[config.mk]
export PLATFORM = sky130hd
export DESIGN_NAME = cpu_mdu
export DESIGN_NICKNAME = d
export VERILOG_FILES = /design/src/rtl/cpu_mdu.sv
export SDC_FILE = /design/constraint.sdc
export NUM_CORES = 2
export LEC_CHECK = 0
export ABC_AREA = 1
export CORE_ASPECT_RATIO = 1.1
export CORE_MARGIN = 2
export CORE_UTILIZATION = 50
export CTS_CLUSTER_DIAMETER = 100
export CTS_CLUSTER_SIZE = 30
export DETAILED_ROUTE_END_ITERATION = 10
export PLACE_DENSITY = 0.66
export REMOVE_ABC_BUFFERS = 1
export SYNTH_ARGS = -nofsm -noshare
export SYNTH_HDL_FRONTEND = slang
export SYNTH_SLANG_ARGS = --single-unit
[constraint.sdc]
create_clock -name clock -period 21.8 [get_ports clock]
set_input_delay 4.36 -clock clock [delete_from_list [all_inputs] [get_ports clock]]
set_output_delay 4.36 -clock clock [all_outputs]
set_load 0.05 [all_outputs]
[src/rtl/cpu_mdu.sv]
// cpu_mdu: multiply/divide unit with a fixed-latency multiply and a radix-2 restoring divide.
// Define MDU_EARLY_OUT_EN to let zero-divisor and small-dividend divides finish after one edge.
module cpu_mdu #(
  parameter int WIDTH      = 32,
  parameter int MUL_STAGES = 2
) (
  input  logic             clock,
  input  logic             reset,
  input  logic             p3_start,
  input  logic [2:0]       p3_func,
  input  logic [WIDTH-1:0] p3_data_a,
  input  logic [WIDTH-1:0] p3_data_b,
  input  logic             p4_kill,
  output logic             busy,
  output logic             done,
  output logic [WIDTH-1:0] result,
  output logic             div_by_zero
);

  localparam int CW = $clog2(WIDTH + 1);

  typedef enum logic [1:0] {
    S_IDLE = 2'd0,
    S_MUL  = 2'd1,
    S_DIV  = 2'd2,
    S_FIX  = 2'd3
  } state_t;

  function automatic logic [WIDTH-1:0] f_neg(input logic [WIDTH-1:0] v);
    f_neg = (~v) + {{(WIDTH-1){1'b0}}, 1'b1};
  endfunction

  state_t           r_state;
  state_t           w_state_nxt;
  logic             w_accept;
  logic             w_fin_mul;
  logic             w_fin_div;
  logic             w_div_last;

  logic [CW-1:0]    r_cnt;
  logic [2:0]       r_func;
  logic [WIDTH-1:0] r_op_a;
  logic [WIDTH-1:0] r_op_b;
  logic [WIDTH-1:0] r_rem;
  logic [WIDTH-1:0] r_quo;
  logic [WIDTH-1:0] r_dvs;
  logic             r_a_neg;
  logic             r_q_neg;
  logic             r_b_zero;

  logic             r_busy;
  logic             r_done;
  logic [WIDTH-1:0] r_result;
  logic             r_dbz;

  logic             w_in_a_neg;
  logic             w_in_b_neg;
  logic             w_in_b_zero;
  logic [WIDTH-1:0] w_in_a_mag;
  logic [WIDTH-1:0] w_in_b_mag;
  logic             w_early;

  logic [WIDTH:0]   w_rem_sh;
  logic             w_ge;
  logic [WIDTH-1:0] w_rem_nx;
  logic [WIDTH-1:0] w_quo_nx;
  logic [WIDTH-1:0] w_q_fix;
  logic [WIDTH-1:0] w_r_fix;
  logic [WIDTH-1:0] w_div_res;

  logic [2*WIDTH-1:0] w_prod_u;
  logic [WIDTH-1:0]   w_mulhs;
  logic [WIDTH-1:0]   w_mul_res;

  // Operand preparation: signedness comes from func bit 0 (DIVS/MODS)
  assign w_in_a_neg  = p3_func[0] & p3_data_a[WIDTH-1];
  assign w_in_b_neg  = p3_func[0] & p3_data_b[WIDTH-1];
  assign w_in_b_zero = (p3_data_b == {WIDTH{1'b0}});
  assign w_in_a_mag  = w_in_a_neg ? f_neg(p3_data_a) : p3_data_a;
  assign w_in_b_mag  = w_in_b_neg ? f_neg(p3_data_b) : p3_data_b;

`ifdef MDU_EARLY_OUT_EN
  assign w_early = w_in_b_zero | (w_in_a_mag < w_in_b_mag);
`else
  assign w_early = 1'b0;
`endif

  // FIX shares the done cycle, so it must also accept a new start
  assign w_accept   = p3_start & ~p4_kill & ((r_state == S_IDLE) | (r_state == S_FIX));
  assign w_div_last = (r_state == S_DIV) && (r_cnt == CW'(WIDTH));

  // Restoring step: shift in the next dividend bit, subtract when it fits
  assign w_rem_sh = {r_rem, r_quo[WIDTH-1]};
  assign w_ge     = (w_rem_sh >= {1'b0, r_dvs});
  assign w_rem_nx = w_ge ? (w_rem_sh[WIDTH-1:0] - r_dvs) : w_rem_sh[WIDTH-1:0];
  assign w_quo_nx = {r_quo[WIDTH-2:0], w_ge};

  assign w_q_fix   = r_b_zero ? {WIDTH{1'b1}} : (r_q_neg ? f_neg(r_quo) : r_quo);
  assign w_r_fix   = r_a_neg ? f_neg(r_rem) : r_rem;
  assign w_div_res = r_func[1] ? w_r_fix : w_q_fix;

  // Signed high half derived from the unsigned product by subtracting the sign corrections
  assign w_prod_u = {{WIDTH{1'b0}}, r_op_a} * {{WIDTH{1'b0}}, r_op_b};
  assign w_mulhs  = w_prod_u[2*WIDTH-1:WIDTH]
                  - (r_op_a[WIDTH-1] ? r_op_b : {WIDTH{1'b0}})
                  - (r_op_b[WIDTH-1] ? r_op_a : {WIDTH{1'b0}});

  // Multiply result select; reserved func 011 yields zero
  always_comb begin
    w_mul_res = {WIDTH{1'b0}};
    case (r_func[1:0])
      2'b00:   w_mul_res = w_prod_u[WIDTH-1:0];
      2'b01:   w_mul_res = w_mulhs;
      2'b10:   w_mul_res = w_prod_u[2*WIDTH-1:WIDTH];
      default: w_mul_res = {WIDTH{1'b0}};
    endcase
  end

  // State register
  always_ff @(posedge clock) begin
    if (reset) begin
      r_state <= S_IDLE;
    end else begin
      r_state <= w_state_nxt;
    end
  end

  // Next-state and completion decode; kill overrides everything
  always_comb begin
    w_state_nxt = r_state;
    w_fin_mul   = 1'b0;
    w_fin_div   = 1'b0;
    if (p4_kill) begin
      w_state_nxt = S_IDLE;
    end else begin
      case (r_state)
        S_IDLE, S_FIX: begin
          if (w_accept) begin
            w_state_nxt = p3_func[2] ? S_DIV : S_MUL;
          end else begin
            w_state_nxt = S_IDLE;
          end
        end
        S_MUL: begin
          if (r_cnt == CW'(MUL_STAGES - 1)) begin
            w_state_nxt = S_IDLE;
            w_fin_mul   = 1'b1;
          end else begin
            w_state_nxt = S_MUL;
          end
        end
        S_DIV: begin
          if (w_div_last) begin
            w_state_nxt = S_FIX;
            w_fin_div   = 1'b1;
          end else begin
            w_state_nxt = S_DIV;
          end
        end
        default: w_state_nxt = S_IDLE;
      endcase
    end
  end

  // Operand latch and iteration datapath; early-out preloads the counter to its final value
  always_ff @(posedge clock) begin
    if (reset) begin
      r_cnt    <= {CW{1'b0}};
      r_func   <= 3'b000;
      r_op_a   <= {WIDTH{1'b0}};
      r_op_b   <= {WIDTH{1'b0}};
      r_rem    <= {WIDTH{1'b0}};
      r_quo    <= {WIDTH{1'b0}};
      r_dvs    <= {WIDTH{1'b0}};
      r_a_neg  <= 1'b0;
      r_q_neg  <= 1'b0;
      r_b_zero <= 1'b0;
    end else if (w_accept) begin
      r_func   <= p3_func;
      r_op_a   <= p3_data_a;
      r_op_b   <= p3_data_b;
      r_dvs    <= w_in_b_mag;
      r_a_neg  <= w_in_a_neg;
      r_q_neg  <= w_in_a_neg ^ w_in_b_neg;
      r_b_zero <= w_in_b_zero;
      if (p3_func[2] && w_early) begin
        r_cnt <= CW'(WIDTH);
        r_rem <= w_in_a_mag;
        r_quo <= {WIDTH{1'b0}};
      end else begin
        r_cnt <= {CW{1'b0}};
        r_rem <= {WIDTH{1'b0}};
        r_quo <= w_in_a_mag;
      end
    end else if (r_state == S_MUL) begin
      r_cnt <= r_cnt + {{(CW-1){1'b0}}, 1'b1};
    end else if ((r_state == S_DIV) && !w_div_last) begin
      r_rem <= w_rem_nx;
      r_quo <= w_quo_nx;
      r_cnt <= r_cnt + {{(CW-1){1'b0}}, 1'b1};
    end else begin
      r_cnt <= r_cnt;
    end
  end

  // Registered outputs; result and div_by_zero hold between done pulses
  always_ff @(posedge clock) begin
    if (reset) begin
      r_busy   <= 1'b0;
      r_done   <= 1'b0;
      r_result <= {WIDTH{1'b0}};
      r_dbz    <= 1'b0;
    end else begin
      r_busy <= (w_state_nxt == S_MUL) | (w_state_nxt == S_DIV);
      r_done <= w_fin_mul | w_fin_div;
      if (w_fin_mul) begin
        r_result <= w_mul_res;
        r_dbz    <= 1'b0;
      end else if (w_fin_div) begin
        r_result <= w_div_res;
        r_dbz    <= r_b_zero;
      end else begin
        r_result <= r_result;
        r_dbz    <= r_dbz;
      end
    end
  end

  assign busy        = r_busy;
  assign done        = r_done;
  assign result      = r_result;
  assign div_by_zero = r_dbz;

endmodule

Word-level counts from Yosys, hierarchy flattened
Cells that the tools add are included.
{ "classes": {"addsub": 8, "mul": 1, "magnitude_cmp": 1, "eq_ne": 10, "mux": 29, "n_bitwise": 14, "n_reduce_logical": 14} }
{ "op_table": {"columns": ["op", "count"], "rows": [
  ["$mux 32", 14],
  ["$add 32x1->32 const B", 4],
  ["$not 32->32", 4],
  ["$pmux 32 s3", 1],
  ["$sub 32x32->32", 3],
  ["$mul 32x32->64", 1],
  ["$ge 33x32->1", 1],
  ["$logic_not 32->1", 1],
  ["$mux 6", 2],
  ["$eq 2x2->1 const B", 4],
  ["$mux 1", 8],
  ["$add 6x1->6 const B", 1],
  ["$eq 2x1->1 const B", 3],
  ["$eq 6x1->1 const B", 1],
  ["$eq 6x6->1 const B", 1],
  ["$mux 2", 3],
  ["$pmux 2 s3", 1],
  ["$reduce_bool 2->1", 3],
  ["$reduce_or 2->1", 3],
  ["$and 1x1->1", 4],
  ["$logic_not 2->1", 2],
  ["$reduce_and 2->1", 2],
  ["$or 1x1->1", 3],
  ["$logic_and 1x1->1", 2],
  ["other kinds (4)", 5]
]} }
{ "totals": {"register_bits": 208, "inputBits": 71, "output_inout_bits": 35, "word_cells": 92} }

Logic depth before layout (Yosys ltp)
{ "logic_depth": {"word_depth": 8, "mapped_depth": 48, "mapped_depth_nobuf": 46} }

Worst setup path after synthesis
No wires, ideal clock.
{ "synth_path": {"kind": "flip-flop to flip-flop", "start": "register r_op_a[12]", "end": "register r_result[22], in the netlist result[22]", "t_arrival_ns": 8.529, "required_ns": 21.682, "setup_slack_ns": 13.153, "path_stages_with_launch": 47, "n_path_buf": 2, "synth_period_minus_slack_ns": 8.647, "cell_sequence": "dfxtp_1 > clkbuf_1 > clkbuf_1 > nand2_1 > inv_1 > fa_1 > fa_1 > fa_1 > inv_1 > fa_1 > inv_1 > fa_1 > inv_1 > fa_1 > inv_1 > fa_1 > fa_1 > ha_1 > [11 not listed] > nand2_1 > fa_1 > inv_1 > ha_1 > nand2_1 > inv_1 > a21oi_1 > a21boi_0 > nand2_1 > a21boi_1 > o21ai_1 > or2_0 > nand3_1 > o21ai_1 > inv_1 > nand2_1 > a21oi_1 > nor2_1"} }
{ "synth_via": {"elab_chain_cells": 5} }
{ "synth_rtl": {"columns": ["item", "line_no", "text"], "rows": [
  ["start: declaration", "42", "logic [WIDTH-1:0] r_op_a;"],
  ["start signal: assignment", "170", "r_op_a <= {WIDTH{1'b0}};"],
  ["start signal: assignment", "180", "r_op_a <= p3_data_a;"],
  ["$mul 32x32->64", "103", "assign w_prod_u = {{WIDTH{1'b0}}, r_op_a} * {{WIDTH{1'b0}}, r_op_b};"],
  ["$sub 32x32->32", "105", "- (r_op_a[WIDTH-1] ? r_op_b : {WIDTH{1'b0}})"],
  ["$sub 32x32->32", "106", "- (r_op_b[WIDTH-1] ? r_op_a : {WIDTH{1'b0}});"],
  ["$pmux 32 s3 (*)", "111", "case (r_func[1:0])"],
  ["$mux 32 (*)", "216", "if (w_fin_mul) begin"],
  ["end signal: assignment", "217", "r_result <= w_mul_res;"],
  ["end signal: assignment", "220", "r_result <= w_div_res;"],
  ["end signal: assignment", "223", "r_result <= r_result;"],
  ["end: declaration", "53", "logic [WIDTH-1:0] r_result;"]
]} }
Every way passes the cells marked *; elsewhere a longest branch is shown, timed or not.
A chain may end at the register's enable or synchronous reset.

Final worst setup path
{ "layout_path": {"start": "register r_op_b[8]", "end": "register r_result[24], in the netlist result[24]"} }
{ "layout_via": {"elab_chain_cells": 5} }
{ "layout_rtl": {"columns": ["item", "line_no", "text"], "rows": [
  ["start: declaration", "43", "logic [WIDTH-1:0] r_op_b;"],
  ["start signal: assignment", "171", "r_op_b <= {WIDTH{1'b0}};"],
  ["start signal: assignment", "181", "r_op_b <= p3_data_b;"],
  ["$mul 32x32->64 or $mux 32 (tied branches)", "103, 105", null],
  ["$sub 32x32->32", "105", null],
  ["$sub 32x32->32", "106", null],
  ["$pmux 32 s3 (*)", "111", null],
  ["$mux 32 (*)", "216", null]
]} }
Marked as above.

==> results_dict.tcl <==
set metrics [dict create \
    crit_path_max_fanout 33 \
    crit_slowest_cell "dfxtp_2" \
    grt_pass1_wl_mm 306 \
    fmaxAchievable_mhz 86.5 \
    endpoint_kind "flop" \
    power_density_nw_per_um2 38.8 \
    die_y_um 340 \
    grt_usage_pct 39.3 \
    cts_setup_buffers 0 \
    ys.flop_type "dfxtp_1" \
    crit_type "flop to flop" \
    nFillCells 10093 \
    clock_skew_ps 35.4 \
    antenna_found_initial 6 \
    fin_ws_ps 10240 \
    drtIter0Drc 4295 \
    cts_tree "built" \
    clk_latency_ps 560 \
    num_vias 47119 \
    grt_max_degree 101 \
    io_pins 106 \
    synth-seq-cells 207 \
    cts_buffers 15 \
    fin_crit_ps 11560 \
    num-nets-final 8341 \
    layout-drive-gt1-share_pct 3.78 \
    rsz0062_at_grt "false" \
    place_congestion 1.03 \
    maxSlewHeadroom_pct 13.5 \
    hold_viol 0 \
    dp.final_hpwl_mm 156 \
    vias_per_cell 5.61 \
    cp_common_cell "fa_1" \
    maxCapViolations 0 \
    cts_sinks 207 \
    cts_hold_buf 0 \
    synth_common_cells "1875 x inv_1, 1655 x nand2_1, 928 x fa_1" \
    drc 0 \
    finalSetupViolations 0 \
    power_w 0.00210 \
    final.setup.tns_ps 0 \
    avgRoutedWirePerCell_um 24.0 \
    postSynth.asyncResetShare_pct 0 \
    cts_resized 0 \
    detail-route-antenna-nets 0 \
    die_w_um 310 \
    synth_top_area_share_pct 36.2 \
    root_buffer "clkbuf_16" \
    synth.top_cells.by_area "fa_1 36%, inv_1 14%, nand2_1 12%, ha_1 8.2%, dfxtp_1 8.1%" \
    routed_wl_mm 201 \
    synth_edf_count 0 \
    dieArea_sq_um 105000 \
    yosysWarnings 0 \
    dpl_worst_slack_ps 10640 \
    synth_top_area_cell "fa_1" \
    cp_data_arrival_time_ps 11980 \
    power_leakage_nw 30.9 \
    syn2layout_area_growth_pct 5.23 \
    synth_cell_type_count 72 \
    grt_pass1_vias 49004 \
    io_buffers 105 \
    overflow 0 \
    min_period_over_period_pct 53.0 \
    cts_buffer_depth 3 \
    start_kind "flop" \
    core_area_sq_um 102000 \
    cts_max_level 1 \
    clkTransAtPathRegs_ps 110 \
    cpPeakStageDelay_ps 1200 \
    status "finished clean" \
    synth_most_common_cell "inv_1" \
    drv_slew 0 \
    dr.pass1.iters 6 \
    synth_area_sq_um 51300 \
    worst_hold_path_type "flop to flop" \
    ir_drop_mv 0.0450 \
    synth_area_per_cell_sq_um 7.18 \
    tightestPinTransition_ps 1300 \
    start_util_pct 50.3 \
    rows 123 \
    cp.required_ps 22220 \
    synthCells 7151 \
    ys_seq_area_share_pct 8.07 \
]
## final timing paths
kind	slack, ps	to	from	cells past startpoint
max reg2reg	10240	result[24]	r_op_b[8]	38
max	10240	result[24]	r_op_b[8]	38
min	470	r_op_b[29]	r_op_b[29]	2
min reg2reg	470	r_op_b[29]	r_op_b[29]	2
## kinds of logic after synthesis
| family | synth area share (%) |
|---|---|
| AOI/OAI and AO/OA | 10.4 |
| xor gates and xnor gates | 1.04 |
| adders and majority gates | 44.4 |
| buffers and inverters | 16.6 |
| DFF | 8.07 |
| and+or+nand+nor | 19.5 |
## worst max-delay path: cells and delay by family, from the launching register on
kind,cells,cell delay [ps]
buffers and inverters,6,640
flip-flops,1,1200
AO/OA/AOI/OAI,7,1620
AND/OR/NAND/NOR,14,2590
adder cells (fa/ha/maj),11,5350
## state kept, by name, indices dropped and copies added (netlist names), 2 cells and up
| register | count |
|---|---|
| r_op_b | 32 |
| r_quo | 32 |
| r_rem | 32 |
| r_op_a | 32 |
| r_cnt | 6 |
| r_dvs | 31 |
| r_func | 2 |
| r_state | 2 |
| result | 32 |
## metrics by stage
stage          hold WS (ps)  cells  util, %  cell area [sq um]
5_1_grt                 493   8390     52.9              54000
6_report                470   8392     53.0              54000
4_1_cts                 469   8390     52.9              54000
3_3_place_gp            449   8364     52.4              53500
2_1_floorplan           443   6792        -              50000
3_5_place_dp            454   8364     52.4              53500
## power breakdown
part / internal (W) / total (W) / leakage, nW / switching (W)
clock: 0.000146 / 0.000344 / 0.271 / 0.000198
sequential: 0.000395 / 0.000416 / 1.69 / 0.0000206
combinational: 0.000400 / 0.00134 / 29.0 / 0.000937
total: 0.000941 / 0.00210 / 30.9 / 0.00116
## cells in the final DEF (no fill, tap or decap), drive strengths merged, types with 36 or more instances in the layout
cell type | Yosys | routed
fa | 928 | 928
o21ai | 336 | 336
or2 | 40 | 40
nand3 | 210 | 210
a21oi | 387 | 387
dfxtp | 207 | 207
nand4 | 38 | 38
nand2 | 1671 | 1671
a31oi | 60 | 60
nor2 | 342 | 342
xor2 | 36 | 36
nor3 | 66 | 66
ha | 336 | 336
clkdlybuf4s50 | 0 | 104
inv | 1900 | 1905
buf | 34 | 93
## per-layer routing
layer	part of all wire (%)	GRT usage (%)	vias up
li1	-	-	20930
met1	38	48.7	23149
met2	46	64.2	2345
met3	8.1	6.16	691
met4	7.7	24.1	4
met5	0.012	0	-
## layout make-up
| cell class | count | area, sq um | share of cell area, % |
|---|---|---|---|
| multi-input cells | 4682 | 38700 | 71.6 |
| inverters | 1903 | 7140 | 13.2 |
| flip-flops and latches | 207 | 4150 | 7.68 |
| repair buffers | 197 | 1740 | 3.21 |
| well taps | 1375 | 1720 | 3.18 |
| clock buffers | 15 | 375 | 0.695 |
| clock inverters | 11 | 198 | 0.366 |
| diodes | 2 | 5.00 | 0.00926 |
(Power assumes the default switching activity.)
